$ cat config.mk
export PLATFORM = sky130hd
export DESIGN_NAME = ahb_mtx_dec_param_flat
export DESIGN_NICKNAME = d
export VERILOG_FILES = /design/src/rtl/ahb_mtx_dec_param_if.sv /design/src/rtl/ahb_mtx_dec_param.sv /design/src/flat_wrapper.sv
export SDC_FILE = /design/constraint.sdc
export NUM_CORES = 1
export LEC_CHECK = 0
export ABC_AREA = 1
export BUFFER_PORTS_ARGS = -buffer_cell sky130_fd_sc_hd__clkbuf_2
export CORE_AREA = 2 2 94 96
export CTS_CLUSTER_DIAMETER = 200
export DETAILED_ROUTE_END_ITERATION = 7
export DIE_AREA = 0 0 96 98
export MAX_ROUTING_LAYER = met4
export PLACE_DENSITY = 0.81
export RECOVER_POWER = 25
export REMOVE_ABC_BUFFERS = 1
export SLEW_MARGIN = 20
export SYNTH_ARGS = -nofsm -noshare
export SYNTH_HDL_FRONTEND = slang
export SYNTH_SLANG_ARGS = --single-unit
export TNS_END_PERCENT = 100
$ cat constraint.sdc
create_clock -name HCLK -period 1.7 [get_ports HCLK]
set_input_delay 0.17 -clock HCLK [delete_from_list [all_inputs] [get_ports HCLK]]
set_output_delay 0.17 -clock HCLK [all_outputs]
set_load 0.005 [all_outputs]
$ cat src/rtl/ahb_mtx_dec_param_if.sv
// Input-stage and output-stage bus signals of one L1 matrix decoder.
// The slave modport is the decoder's view; master is the driving side.
interface ahb_mtx_dec_param_if #(
  parameter int NUM_PORTS = 4,
  parameter int DW        = 22
);
  logic                      HREADYS;
  logic                      sel_dec;
  logic [DW-1:0]             decode_addr_dec;
  logic [1:0]                trans_dec;
  logic [NUM_PORTS-1:0]      active_i;
  logic [NUM_PORTS-1:0]      readyout_i;
  logic [2*NUM_PORTS-1:0]    resp_i;
  logic [32*NUM_PORTS-1:0]   rdata_i;
  logic [NUM_PORTS-1:0]      sel_o;
  logic                      active_dec;
  logic                      HREADYOUTS;
  logic [1:0]                HRESPS;
  logic [31:0]               HRDATAS;

  modport slave (
    input  HREADYS, sel_dec, decode_addr_dec, trans_dec,
           active_i, readyout_i, resp_i, rdata_i,
    output sel_o, active_dec, HREADYOUTS, HRESPS, HRDATAS
  );

  modport master (
    output HREADYS, sel_dec, decode_addr_dec, trans_dec,
           active_i, readyout_i, resp_i, rdata_i,
    input  sel_o, active_dec, HREADYOUTS, HRESPS, HRDATAS
  );
endinterface

$ cat src/rtl/ahb_mtx_dec_param.sv
// Parametrised AHB matrix input-stage decoder with integrated default slave
// and sticky capture of unmapped accesses for debug.
module ahb_mtx_dec_param #(
  parameter int NUM_PORTS = 4,
  parameter int ADDR_LO   = 10,
  localparam int DW       = 32 - ADDR_LO,
  parameter logic [NUM_PORTS*DW-1:0] REGION_BASE  = '0,
  parameter logic [NUM_PORTS*DW-1:0] REGION_LIMIT = '0,
  parameter logic [NUM_PORTS-1:0]    PORT_EN      = '1
) (
  input  logic                 HCLK,
  input  logic                 HRESETn,
  ahb_mtx_dec_param_if.slave   bus,
  input  logic                 err_clr,
  output logic                 err_valid_o,
  output logic [DW-1:0]        err_addr_o,
  output logic [7:0]           err_count_o
);

  localparam int PW = $clog2(NUM_PORTS + 2);
  localparam logic [PW-1:0] DFT  = PW'(NUM_PORTS);
  localparam logic [PW-1:0] NONE = PW'(NUM_PORTS + 1);
  localparam logic [1:0] RESP_OKAY  = 2'b00;
  localparam logic [1:0] RESP_ERROR = 2'b01;

  typedef enum logic [1:0] {DFT_IDLE, DFT_ERR1, DFT_ERR2} dft_state_t;

  dft_state_t      dft_state;
  logic            dft_ready;
  logic [1:0]      dft_resp;
  logic [PW-1:0]   addr_port;
  logic [PW-1:0]   data_port;
  logic            sel_dft;
  logic            acc;

  // Descending scan so the lowest matching index is the one that sticks.
  always_comb begin
    addr_port = DFT;
    for (int i = NUM_PORTS - 1; i >= 0; i--) begin
      if (PORT_EN[i] &&
          bus.decode_addr_dec >= REGION_BASE[i*DW +: DW] &&
          bus.decode_addr_dec <= REGION_LIMIT[i*DW +: DW])
        addr_port = PW'(i);
    end
    if (data_port < DFT && bus.trans_dec == 2'b00)
      addr_port = data_port;
  end

  always_comb begin
    bus.sel_o      = '0;
    bus.active_dec = 1'b1;
    for (int i = 0; i < NUM_PORTS; i++) begin
      if (addr_port == PW'(i)) begin
        bus.sel_o[i]   = bus.sel_dec;
        bus.active_dec = bus.active_i[i];
      end
    end
  end

  assign sel_dft = bus.sel_dec && (addr_port == DFT);
  assign acc     = sel_dft && bus.HREADYS && bus.trans_dec[1];

  always_ff @(posedge HCLK or negedge HRESETn) begin
    if (!HRESETn)
      data_port <= NONE;
    else if (bus.HREADYS)
      data_port <= addr_port;
  end

  always_comb begin
    bus.HREADYOUTS = 1'b1;
    bus.HRESPS     = RESP_OKAY;
    bus.HRDATAS    = '0;
    if (data_port == DFT) begin
      bus.HREADYOUTS = dft_ready;
      bus.HRESPS     = dft_resp;
    end
    for (int i = 0; i < NUM_PORTS; i++) begin
      if (data_port == PW'(i)) begin
        bus.HREADYOUTS = bus.readyout_i[i];
        bus.HRESPS     = bus.resp_i[2*i +: 2];
        bus.HRDATAS    = bus.rdata_i[32*i +: 32];
      end
    end
  end

  // Two-cycle ERROR response: wait state first, then the completing cycle.
  always_ff @(posedge HCLK or negedge HRESETn) begin
    if (!HRESETn) begin
      dft_state <= DFT_IDLE;
      dft_ready <= 1'b1;
      dft_resp  <= RESP_OKAY;
    end else begin
      case (dft_state)
        DFT_ERR1: begin
          dft_state <= DFT_ERR2;
          dft_ready <= 1'b1;
          dft_resp  <= RESP_ERROR;
        end
        default: begin
          if (acc) begin
            dft_state <= DFT_ERR1;
            dft_ready <= 1'b0;
            dft_resp  <= RESP_ERROR;
          end else begin
            dft_state <= DFT_IDLE;
            dft_ready <= 1'b1;
            dft_resp  <= RESP_OKAY;
          end
        end
      endcase
    end
  end

  // A clear coinciding with an accept restarts capture from that access.
  always_ff @(posedge HCLK or negedge HRESETn) begin
    if (!HRESETn) begin
      err_valid_o <= 1'b0;
      err_addr_o  <= '0;
      err_count_o <= '0;
    end else if (err_clr) begin
      err_valid_o <= acc;
      err_count_o <= acc ? 8'd1 : 8'd0;
      if (acc)
        err_addr_o <= bus.decode_addr_dec;
    end else if (acc) begin
      if (err_count_o != 8'hFF)
        err_count_o <= err_count_o + 8'd1;
      if (!err_valid_o) begin
        err_valid_o <= 1'b1;
        err_addr_o  <= bus.decode_addr_dec;
      end
    end
  end

endmodule

$ cat src/flat_wrapper.sv
// flat-port wrapper written by rule: the top's interface ports become plain ports
module ahb_mtx_dec_param_flat 
#(
  parameter int NUM_PORTS = 4,
  parameter int ADDR_LO   = 10,
  localparam int DW       = 32 - ADDR_LO,
  parameter logic [NUM_PORTS*DW-1:0] REGION_BASE  = '0,
  parameter logic [NUM_PORTS*DW-1:0] REGION_LIMIT = '0,
  parameter logic [NUM_PORTS-1:0]    PORT_EN      = '1
)
  (HCLK, HRESETn, err_clr, err_valid_o, err_addr_o, err_count_o, bus_HREADYS, bus_sel_dec, bus_decode_addr_dec, bus_trans_dec, bus_active_i, bus_readyout_i, bus_resp_i, bus_rdata_i, bus_sel_o, bus_active_dec, bus_HREADYOUTS, bus_HRESPS, bus_HRDATAS);
  ahb_mtx_dec_param_if #(.NUM_PORTS(NUM_PORTS), .DW((22))) bus_i ();
  input  logic HCLK;
  input  logic HRESETn;
  input  logic err_clr;
  output logic err_valid_o;
  output logic [DW-1:0] err_addr_o;
  output logic [7:0] err_count_o;
  input wire logic [$bits(bus_i.HREADYS)-1:0] bus_HREADYS;
  input wire logic [$bits(bus_i.sel_dec)-1:0] bus_sel_dec;
  input wire logic [$bits(bus_i.decode_addr_dec)-1:0] bus_decode_addr_dec;
  input wire logic [$bits(bus_i.trans_dec)-1:0] bus_trans_dec;
  input wire logic [$bits(bus_i.active_i)-1:0] bus_active_i;
  input wire logic [$bits(bus_i.readyout_i)-1:0] bus_readyout_i;
  input wire logic [$bits(bus_i.resp_i)-1:0] bus_resp_i;
  input wire logic [$bits(bus_i.rdata_i)-1:0] bus_rdata_i;
  output wire logic [$bits(bus_i.sel_o)-1:0] bus_sel_o;
  output wire logic [$bits(bus_i.active_dec)-1:0] bus_active_dec;
  output wire logic [$bits(bus_i.HREADYOUTS)-1:0] bus_HREADYOUTS;
  output wire logic [$bits(bus_i.HRESPS)-1:0] bus_HRESPS;
  output wire logic [$bits(bus_i.HRDATAS)-1:0] bus_HRDATAS;
  assign bus_i.HREADYS = bus_HREADYS;
  assign bus_i.sel_dec = bus_sel_dec;
  assign bus_i.decode_addr_dec = bus_decode_addr_dec;
  assign bus_i.trans_dec = bus_trans_dec;
  assign bus_i.active_i = bus_active_i;
  assign bus_i.readyout_i = bus_readyout_i;
  assign bus_i.resp_i = bus_resp_i;
  assign bus_i.rdata_i = bus_rdata_i;
  assign bus_sel_o = bus_i.sel_o;
  assign bus_active_dec = bus_i.active_dec;
  assign bus_HREADYOUTS = bus_i.HREADYOUTS;
  assign bus_HRESPS = bus_i.HRESPS;
  assign bus_HRDATAS = bus_i.HRDATAS;
  ahb_mtx_dec_param #(.NUM_PORTS(NUM_PORTS), .ADDR_LO(ADDR_LO), .REGION_BASE(REGION_BASE), .REGION_LIMIT(REGION_LIMIT), .PORT_EN(PORT_EN)) u_core (.HCLK(HCLK), .HRESETn(HRESETn), .bus(bus_i), .err_clr(err_clr), .err_valid_o(err_valid_o), .err_addr_o(err_addr_o), .err_count_o(err_count_o));
endmodule
# Yosys cells after proc, flatten, opt, wreduce, memory -nomap -nowiden
# Cells that the tools add are included.
[totals]
register_bits = 39
in_bits = 173
out_inout_bits = 71
elab_cells = 73
[classes]
add_sub_neg = 1
magnitude_cmp = 3
n_eq_ne = 11
n_mux = 39
n_reduce_logical = 12
[op_table]
columns = ["op", "count"]
rows = [
  ["32-bit two-way mux", 4],
  ["22-bit two-way mux", 4],
  ["8-bit two-way mux", 3],
  ["22-bit by 1-bit >= comparator with 1-bit output (second input constant)", 1],
  ["22-bit by 1-bit <= comparator with 1-bit output (second input constant)", 1],
  ["1-bit two-way mux", 19],
  ["2-bit two-way mux", 7],
  ["3-bit by 2-bit equality test with 1-bit output (second input constant)", 4],
  ["8-bit by 1-bit adder with 8-bit output (second input constant)", 1],
  ["8-bit != test (second input constant)", 1],
  ["3-bit by 1-bit equality test with 1-bit output (second input constant)", 2],
  ["3-bit equality test (second input constant)", 2],
  ["3-bit zero test", 2],
  ["3-bit two-way mux", 2],
  ["1-bit logical AND", 5],
  ["2-bit AND reduction", 2],
  ["2-bit nonzero test", 2],
  ["3-bit less-than comparator (second input constant)", 1],
  ["2-bit by 1-bit equality test with 1-bit output (second input constant)", 1],
  ["2-bit zero test", 1],
  ["2-bit != test (second input constant)", 1],
]

# Depth between registers and ports, before layout
# Gate-level depths: netlist of the first run.
[depth]
ltp_word = 10
ltp_mapped = 9
depth_no_buf = 9

# Worst setup path before layout of the first run
# OpenSTA, ideal clock, no wires.
[synth_path]
kind = "register -> output"
start = "reg u_core.data_port[2]"
end = "out bus_active_dec"
arrival_ns = 1.262
required_ns = 1.530
path_slack_ns = 0.268
stages_incl_launch_ff = 10
n_path_buf = 1
path_cell_list = "dfstp_2 inv_2 buf_6 nand3_1 nor2_1 inv_1 nor2_1 nor2_1 nand2_1 a21oi_1"
[synth_between]
elab_chain_len = 8
elab_cells_between_ends = 11
classes_between = "order compare (1); eq/ne (3); mux (5); reduce/logical (2)"
[synth_rtl]
columns = ["element", "line", "text"]
rows = [
  ["start, declared", "ahb_mtx_dec_param.sv:32", "logic [PW-1:0] data_port;"],
  ["start signal, assigned", "ahb_mtx_dec_param.sv:67", "data_port <= addr_port;"],
  ["3-bit less-than comparator", "ahb_mtx_dec_param.sv:45", "if (data_port < DFT && bus.trans_dec == 2'b00)"],
  ["1-bit logical AND", "ahb_mtx_dec_param.sv:45", ""],
  ["3-bit two-way mux (*)", "ahb_mtx_dec_param.sv:45", ""],
  ["3-bit zero test", "ahb_mtx_dec_param.sv:53", "if (addr_port == PW'(i)) begin"],
  ["1-bit two-way mux (3 in a row)", "ahb_mtx_dec_param.sv:53", ""],
  ["1-bit two-way mux (*)", "ahb_mtx_dec_param.sv:53", ""],
  ["end, declared", "flat_wrapper.sv:28", "output wire logic [$bits(bus_i.active_dec)-1:0] bus_active_dec;"],
]
# Every way passes the cells marked *; elsewhere a longest branch is shown, timed or not.

# Final worst setup path of the first run
[layout_path]
start = "reg u_core.data_port[0]"
end = "out bus_HRDATAS[31]"
[layout_between]
elab_chain_len = 5
elab_cells_between_ends = 8
classes_between = "eq/ne (3); mux (4); reduce/logical (1)"
[layout_rtl]
columns = ["element", "line", "text"]
rows = [
  ["3-bit zero test", "ahb_mtx_dec_param.sv:79", "if (data_port == PW'(i)) begin"],
  ["32-bit two-way mux (3 in a row)", "ahb_mtx_dec_param.sv:79", ""],
  ["32-bit two-way mux (*)", "ahb_mtx_dec_param.sv:79", ""],
  ["end, declared", "flat_wrapper.sv:31", "output wire logic [$bits(bus_i.HRDATAS)-1:0] bus_HRDATAS;"],
]
# Marks and branches as above.

==> results of run 1 <==
## cells in the mapped netlist
| master | n | share of area (%) |
|---|---|---|
| nand2_1 | 156 | 20 |
| nand3_1 | 54 | 9.4 |
| inv_1 | 39 | 5.1 |
| nor2_1 | 36 | 4.7 |
| dfrtp_1 | 35 | 31 |
| nand4_1 | 35 | 7.6 |
| o21ai_2 | 22 | 6.7 |
| clkbuf_1 | 9 | 1.2 |
| buf_2 | 8 | 1.4 |
| buf_6 | 5 | 2.0 |
| o21ai_0 | 4 | 0.70 |
| a21oi_1 | 3 | 0.52 |
| dfstp_2 | 3 | 2.8 |
| inv_2 | 3 | 0.39 |
| nor3_1 | 3 | 0.52 |
| xor2_1 | 3 | 0.92 |
| nor4_1 | 2 | 0.44 |
| ha_1 | 1 | 0.44 |
| nand3_2 | 1 | 0.35 |
| nand4_2 | 1 | 0.44 |
| nor2_2 | 1 | 0.22 |
| nor2_4 | 1 | 0.39 |
| nor2_8 | 1 | 0.70 |
| nor3_2 | 1 | 0.35 |
| o2111ai_4 | 1 | 0.92 |
| o22ai_1 | 1 | 0.22 |
| or2_4 | 1 | 0.31 |
| xnor2_1 | 1 | 0.31 |
## power by group
group / switching, W / internal [W] / total [W]
logic: 0.000425 / 0.000466 / 0.000891
clock network: 0.000312 / 0.000284 / 0.000597
registers: 0.000102 / 0.00102 / 0.00113
total: 0.000839 / 0.00177 / 0.00261
## cells by family after synthesis
logic type | synth area share, %
fa+ha+maj | 0.436
simple gates | 45.9
buf+inv | 10.0
compound gates | 9.08
flops | 33.3
xor+xnor | 1.22
## flip-flops by register name, summed over array words and instances (netlist names)
| name | flops |
|---|---|
| u_core.dft_ready | 1 |
| u_core.dft_state | 2 |
| u_core.err_addr_o | 22 |
| u_core.err_valid_o | 1 |
| u_core.data_port | 3 |
| u_core.err_count_o | 8 |
| u_core.dft_resp | 1 |
## worst max-delay path by stage
stage / slack (ns) / cells past startpoint / end
2_1_floorplan: -0.28 / 4 / bus_HRESPS[0]
3_3_place_gp: 0.04 / 7 / bus_HRESPS[1]
3_5_place_dp: -0.06 / 6 / bus_HRESPS[1]
4_1_cts: -0.20 / 7 / bus_HRESPS[1]
5_1_grt: -0.23 / 7 / bus_HRESPS[0]
6_report: -0.14 / 7 / bus_HRDATAS[31]
## critical path: stages, from the launching register on
cell	delay, ns
dfstp_2	0.39
buf_6	0.13
buf_6	0.11
nor2_4	0.23
buf_12	0.20
nand3_1	0.08
nand4_1	0.11
buf_2	0.13
## per-layer routing
metal  vias to the layer above  routed length [microns]
met5                         -                        0
met4                         0                      422
met3                        29                      814
met2                       188                     6760
met1                      1894                     4850
li1                       1954                        -
## area by class of cell
| type | instances | area (sq um) | share of cell area [%] |
|---|---|---|---|
| flip-flops and latches | 38 | 957 | 19.0 |
| diodes | 3 | 7.51 | 0.149 |
| multi-input cells | 329 | 1920 | 38.1 |
| clock inverters | 2 | 10.0 | 0.199 |
| repair buffers | 285 | 1760 | 35.0 |
| clock buffers | 6 | 72.6 | 1.44 |
| inverters | 42 | 173 | 3.43 |
| well taps | 108 | 135 | 2.68 |
## placed cells by master (no fill, tap or decap), types with 8 or more instances in the layout
cell / instances
buf_2: 32
buf_4: 17
buf_6: 10
clkbuf_2: 212
dfrtp_1: 33
inv_1: 35
nand2_1: 114
nand2_2: 27
nand2_4: 15
nand3_1: 45
nand3_2: 8
nand4_1: 35
nor2_1: 35
o21ai_2: 22
## stage by stage
step / setup slack (ns) / area [sq um] / cells
6_report: -0.137 / 5040 / 813
5_1_grt: -0.227 / 5030 / 811
4_1_cts: -0.204 / 4590 / 795
3_5_place_dp: -0.0572 / 4240 / 774
3_3_place_gp: 0.0423 / 4240 / 774
2_1_floorplan: -0.279 / 2740 / 409
## what timing repair did
action / 4_1_cts / 5_1_grt
hold buffers: 1 / 0
buffers inserted: 9 / 12
resized for setup: 30 / 110
hold endpoints to repair: 35 / 0
pin swaps: 2 / 14
endpoints found under the setup margin: 36 / 63
gates cloned: 3 / 6
==> reports/results.ini, run 1 <==
[outcome]
status=finished with violations
violations=negative setup slack

[critical_path]
r2r_start=u_core.data_port[2]
cp-end-kind=output port
cp_max_fo=19
setup.worst_path.start_class=flip-flop
required_ns=1.53
timing.rr.end=u_core.err_addr_o[3]
crit_type=flip-flop to output port
reg2regPathDepth=7
crit_start=u_core.data_port[0]
r2r_slack_ns=0.02
cp.arrival_ns=1.67

[timing]
rsz0062_at_grt=true
slew_headroom_pct=37.0
worstMarginPinSlew_ns=0.944
max_clock_freq_mhz=544
fin_crit_sh_pct=108
fin_setup_tns_ns=-3.84
finalSetupViolCount=36
whs_ns=0.0646
min_period_ns=1.84
setup_ws_ns=-0.137
finalClockSkew_ns=0.00743
hold_viol=0
drv_slew=0

[cts]
cts_tree=yes
cts_root_buffer=clkbuf_8
worstSkewPairLatency_ns=0.29
path_clk_slew_ns=0.07
clk_path_buf_depth=2
cts.sinks=38
cts_buffers=5
cts_max_level=2

[pwr]
max-vdd-ir-drop_mv=0.491
p_leak_nw=2.78
total_power_w=0.00261
pwr_density_cell_mw_per_mm2=519

[grt]
grt_remaining_overflow=0
grt_use_met3_pct=2.85
grt_pass1_wl_microns=17800
track_usage_pct=24.8
met2_usage_pct=45.2
antenna_found_initial=1
grt_max_degree=39
grt_pass1_vias=3789
grt_use_met1_pct=27.2
busiest_layer=met2

[final_layout]
fillers=811
layout.nets=875
final_util_pct=59.5
drive_above_1_share_pct=55.4
area_delta_synth_final_pct=75.8

[yosys]
seq_area_frac_synth_pct=33.3
syn_inst=431
ys_types=28
synth_seq_cells=38
ys.warnings.count=0
avgSynthCellArea_sq_um=6.65
synth_area_sq_mm=0.00287

[floorplan]
core-area_sq_mm=0.00847
start_util_pct=33.9
die-area_sq_mm=0.00941
die_h_microns=98
rows=34
fp.dieW_microns=96
boundaryPins=244

[routing]
drc=0
vias=4065
wire_per_inst_microns=15.8
wirelength_microns=12800
ant_nets=0
drtIter0Drc=201
drt_first_pass_iters=4
vias_per_cell=5.00

[placement]
port_buffers=243
hpwl_microns=9560
gp_congestion=0.991

[hold_path]
hp-start=bus_HREADYS
min_to=u_core.data_port[2]
min_path_cells=2
hold_path_class=input pin to flip-flop

[job]
maxCapViolations=0

(Power assumes the default switching activity.)
==> inputs of run 2 (changes only) <==
--- a/config.mk
+++ b/config.mk
@@ -6,13 +6,15 @@
 export NUM_CORES = 1
 export LEC_CHECK = 0
 export ABC_AREA = 1
-export BUFFER_PORTS_ARGS = -buffer_cell sky130_fd_sc_hd__clkbuf_2
-export CORE_AREA = 2 2 94 96
+export BUFFER_PORTS_ARGS = -buffer_cell sky130_fd_sc_hd__buf_2
+export CELL_PAD_IN_SITES_DETAIL_PLACEMENT = 1
+export CELL_PAD_IN_SITES_GLOBAL_PLACEMENT = 1
+export CORE_AREA = 2 2 96 135
 export CTS_CLUSTER_DIAMETER = 200
 export DETAILED_ROUTE_END_ITERATION = 7
-export DIE_AREA = 0 0 96 98
+export DIE_AREA = 0 0 98 137
 export MAX_ROUTING_LAYER = met4
-export PLACE_DENSITY = 0.81
+export PLACE_DENSITY = 0.87
 export RECOVER_POWER = 25
 export REMOVE_ABC_BUFFERS = 1
 export SLEW_MARGIN = 20
==> reports/results.ini, run 2 (synthesis gave the netlist of run 1 again) <==
[timing]
setup_ws_ns=-0.176  ; -0.0387 ns
fin_crit_sh_pct=110  ; +2.3 points
worstMarginPinSlew_ns=1.05  ; +0.104 ns
max_clock_freq_mhz=533  ; -2.1%
drv_slew=0  ; unchanged
whs_ns=0.0687  ; +0.00407 ns
rsz0062_at_grt=true
hold_viol=0  ; unchanged
finalSetupViolCount=38  ; +5.6%
min_period_ns=1.88  ; +0.0387 ns
finalClockSkew_ns=0.00688  ; -0.000550 ns
slew_headroom_pct=30.1  ; -6.9 points

[critical_path]
timing.rr.end=u_core.err_addr_o[8]
cp.arrival_ns=1.71  ; +0.04 ns
setup.worst_path.start_class=flip-flop
cp-end-kind=output port
required_ns=1.53  ; about the same
reg2regPathDepth=9  ; +2
r2r_start=u_core.data_port[2]
r2r_slack_ns=0.03  ; about the same
cp_max_fo=9  ; -10
crit_type=flip-flop to output port

[floorplan]
die-area_sq_mm=0.0134  ; +43%
rows=48  ; +41%
start_util_pct=23.5  ; -10 points
die_h_microns=137  ; +40%
boundaryPins=244  ; unchanged
core-area_sq_mm=0.0122  ; +44%
fp.dieW_microns=98  ; +2.1%

[routing]
wire_per_inst_microns=17.5  ; +11%
drt_first_pass_iters=4  ; unchanged
wirelength_microns=15300  ; +19%
drtIter0Drc=65  ; -68%
vias=4161  ; +2.4%
ant_nets=0  ; unchanged
vias_per_cell=4.76  ; -4.9%
drc=0  ; unchanged

[grt]
grt_max_degree=36  ; -7.7%
track_usage_pct=21.9  ; -2.9 points
grt_pass1_vias=4258  ; +12%
grt_remaining_overflow=0  ; unchanged
antenna_found_initial=14  ; +13
grt_pass1_wl_microns=22100  ; +24%

[cts]
cts.sinks=38  ; unchanged
cts_tree=yes
clk_path_buf_depth=2  ; unchanged
path_clk_slew_ns=0.06  ; about the same
cts_root_buffer=clkbuf_16
cts_max_level=2  ; unchanged
cts_buffers=5  ; unchanged
worstSkewPairLatency_ns=0.29  ; about the same

[hold_path]
hp-start=bus_HREADYS
hold_path_class=input pin to flip-flop
min_path_cells=2  ; unchanged
min_to=u_core.data_port[2]

[outcome]
status=finished with violations
violations=negative setup slack

[final_layout]
reg.largest.list=u_core.err_addr_o x22, u_core.err_count_o x8, u_core.data_port x3
drive_above_1_share_pct=56.0  ; +0.56 points
regMostFlops=u_core.err_addr_o
final_cell_mix=buf_2 (242), nand2_1 (109), nand3_1 (50)
layout.nets=884  ; +1.0%
layout_commonest_cell=buf_2
largest_reg_flops=22  ; unchanged
area_delta_synth_final_pct=84.0

[job]
maxCapViolations=0  ; unchanged

[placement]
post-place-ws_ns=-0.0213  ; +0.0359 ns
gp_congestion=0.859  ; -13%
hpwl_microns=11400  ; +19%
port_buffers=243  ; unchanged

[pwr]
p_leak_nw=2.85  ; +2.3%
pwr_density_cell_mw_per_mm2=591  ; +14%
max-vdd-ir-drop_mv=0.556  ; +13%

==> run 2: changes by cell type in the layout (fill, tap and decap cells not counted), moves of 3 or more <==
| cell | previous run | this run |
|---|---|---|
| clkbuf_2 | 212 | 1 |
| buf_2 | 32 | 242 |
| diode_2 | 3 | 14 |
| buf_4 | 17 | 23 |
| clkbuf_8 | 5 | 0 |
| nand2_1 | 114 | 109 |
| nand3_1 | 45 | 50 |
| clkbuf_16 | 5 | 9 |
| nand2_2 | 27 | 31 |
| nand3_2 | 8 | 4 |
| nor2_1 | 35 | 32 |
==> run 2: worst max-delay path by stage <==
stage | cells after the start | to | startpoint | slack (ns)
6_report | 7 | bus_HRDATAS[27] | u_core.data_port[0] | -0.18
5_1_grt | 7 | bus_HRDATAS[23] | u_core.data_port[0] | -0.23
4_1_cts | 10 | bus_active_dec | u_core.data_port[2] | -0.17
3_5_place_dp | 5 | bus_HRDATAS[31] | u_core.data_port[0] | -0.02
3_3_place_gp | 5 | bus_HRDATAS[28] | u_core.data_port[0] | 0.02
2_1_floorplan | 4 | bus_HRESPS[0] | u_core.data_port[0] | -0.28
==> run 2: power by group <==
part           internal (W)  total (W)  switching, W
Clock              0.000686    0.00106      0.000372
Combinational      0.000488   0.000931      0.000443
Sequential          0.00103    0.00113      0.000103
==> run 2: worst max-delay path, stage by stage, from the launching register on <==
cell     delay (ns)
dfstp_2        0.61
inv_4          0.07
nor3_4         0.16
buf_6          0.16
buf_12         0.13
nand2_2        0.07
nand4_1        0.09
buf_2          0.13
==> run 2: repair_timing <==
item                       CTS  global route
hold endpoints to repair    14             0
gates resized for setup     30            70
pin swaps                    2             7
setup buffers                9             8
hold buffers                 1             0
setup endpoints to repair   37            62
gates cloned                 4             6
==> run 2: layout make-up <==
cell class              count  area, sq um
well taps                 150          188
multi-input cells         330         1910
fillers                  1611         6920
clock buffers               5          125
inverters                  42          168
flip-flops and latches     38          955
repair buffers            293         1850
diodes                     14         35.0
clock inverters             3         40.0
==> run 2: layer usage <==
layer  vias up  GRT usage, %  wire length (microns)
met3        14          10.0                   1780
li1       1997             -                      -
met5         -             -                      0
met2       193          38.2                   7840
met4         0          5.79                    211
met1      1957          22.3                   5510
==> run 2: metrics by stage <==
stage	cell area [sq um]	cells	total power [W]	setup TNS (ns)	utilization [%]
global placement	4370	825	0.00188	0	35.9
floorplan	2740	409	0.00141	-10.79	-
finish	5280	875	0.00312	-5.30	43.3
detailed placement	4370	825	0.00191	-0.0404	35.9
CTS	4810	847	0.00301	-4.60	39.5
global route	5280	875	0.00327	-7.96	43.3
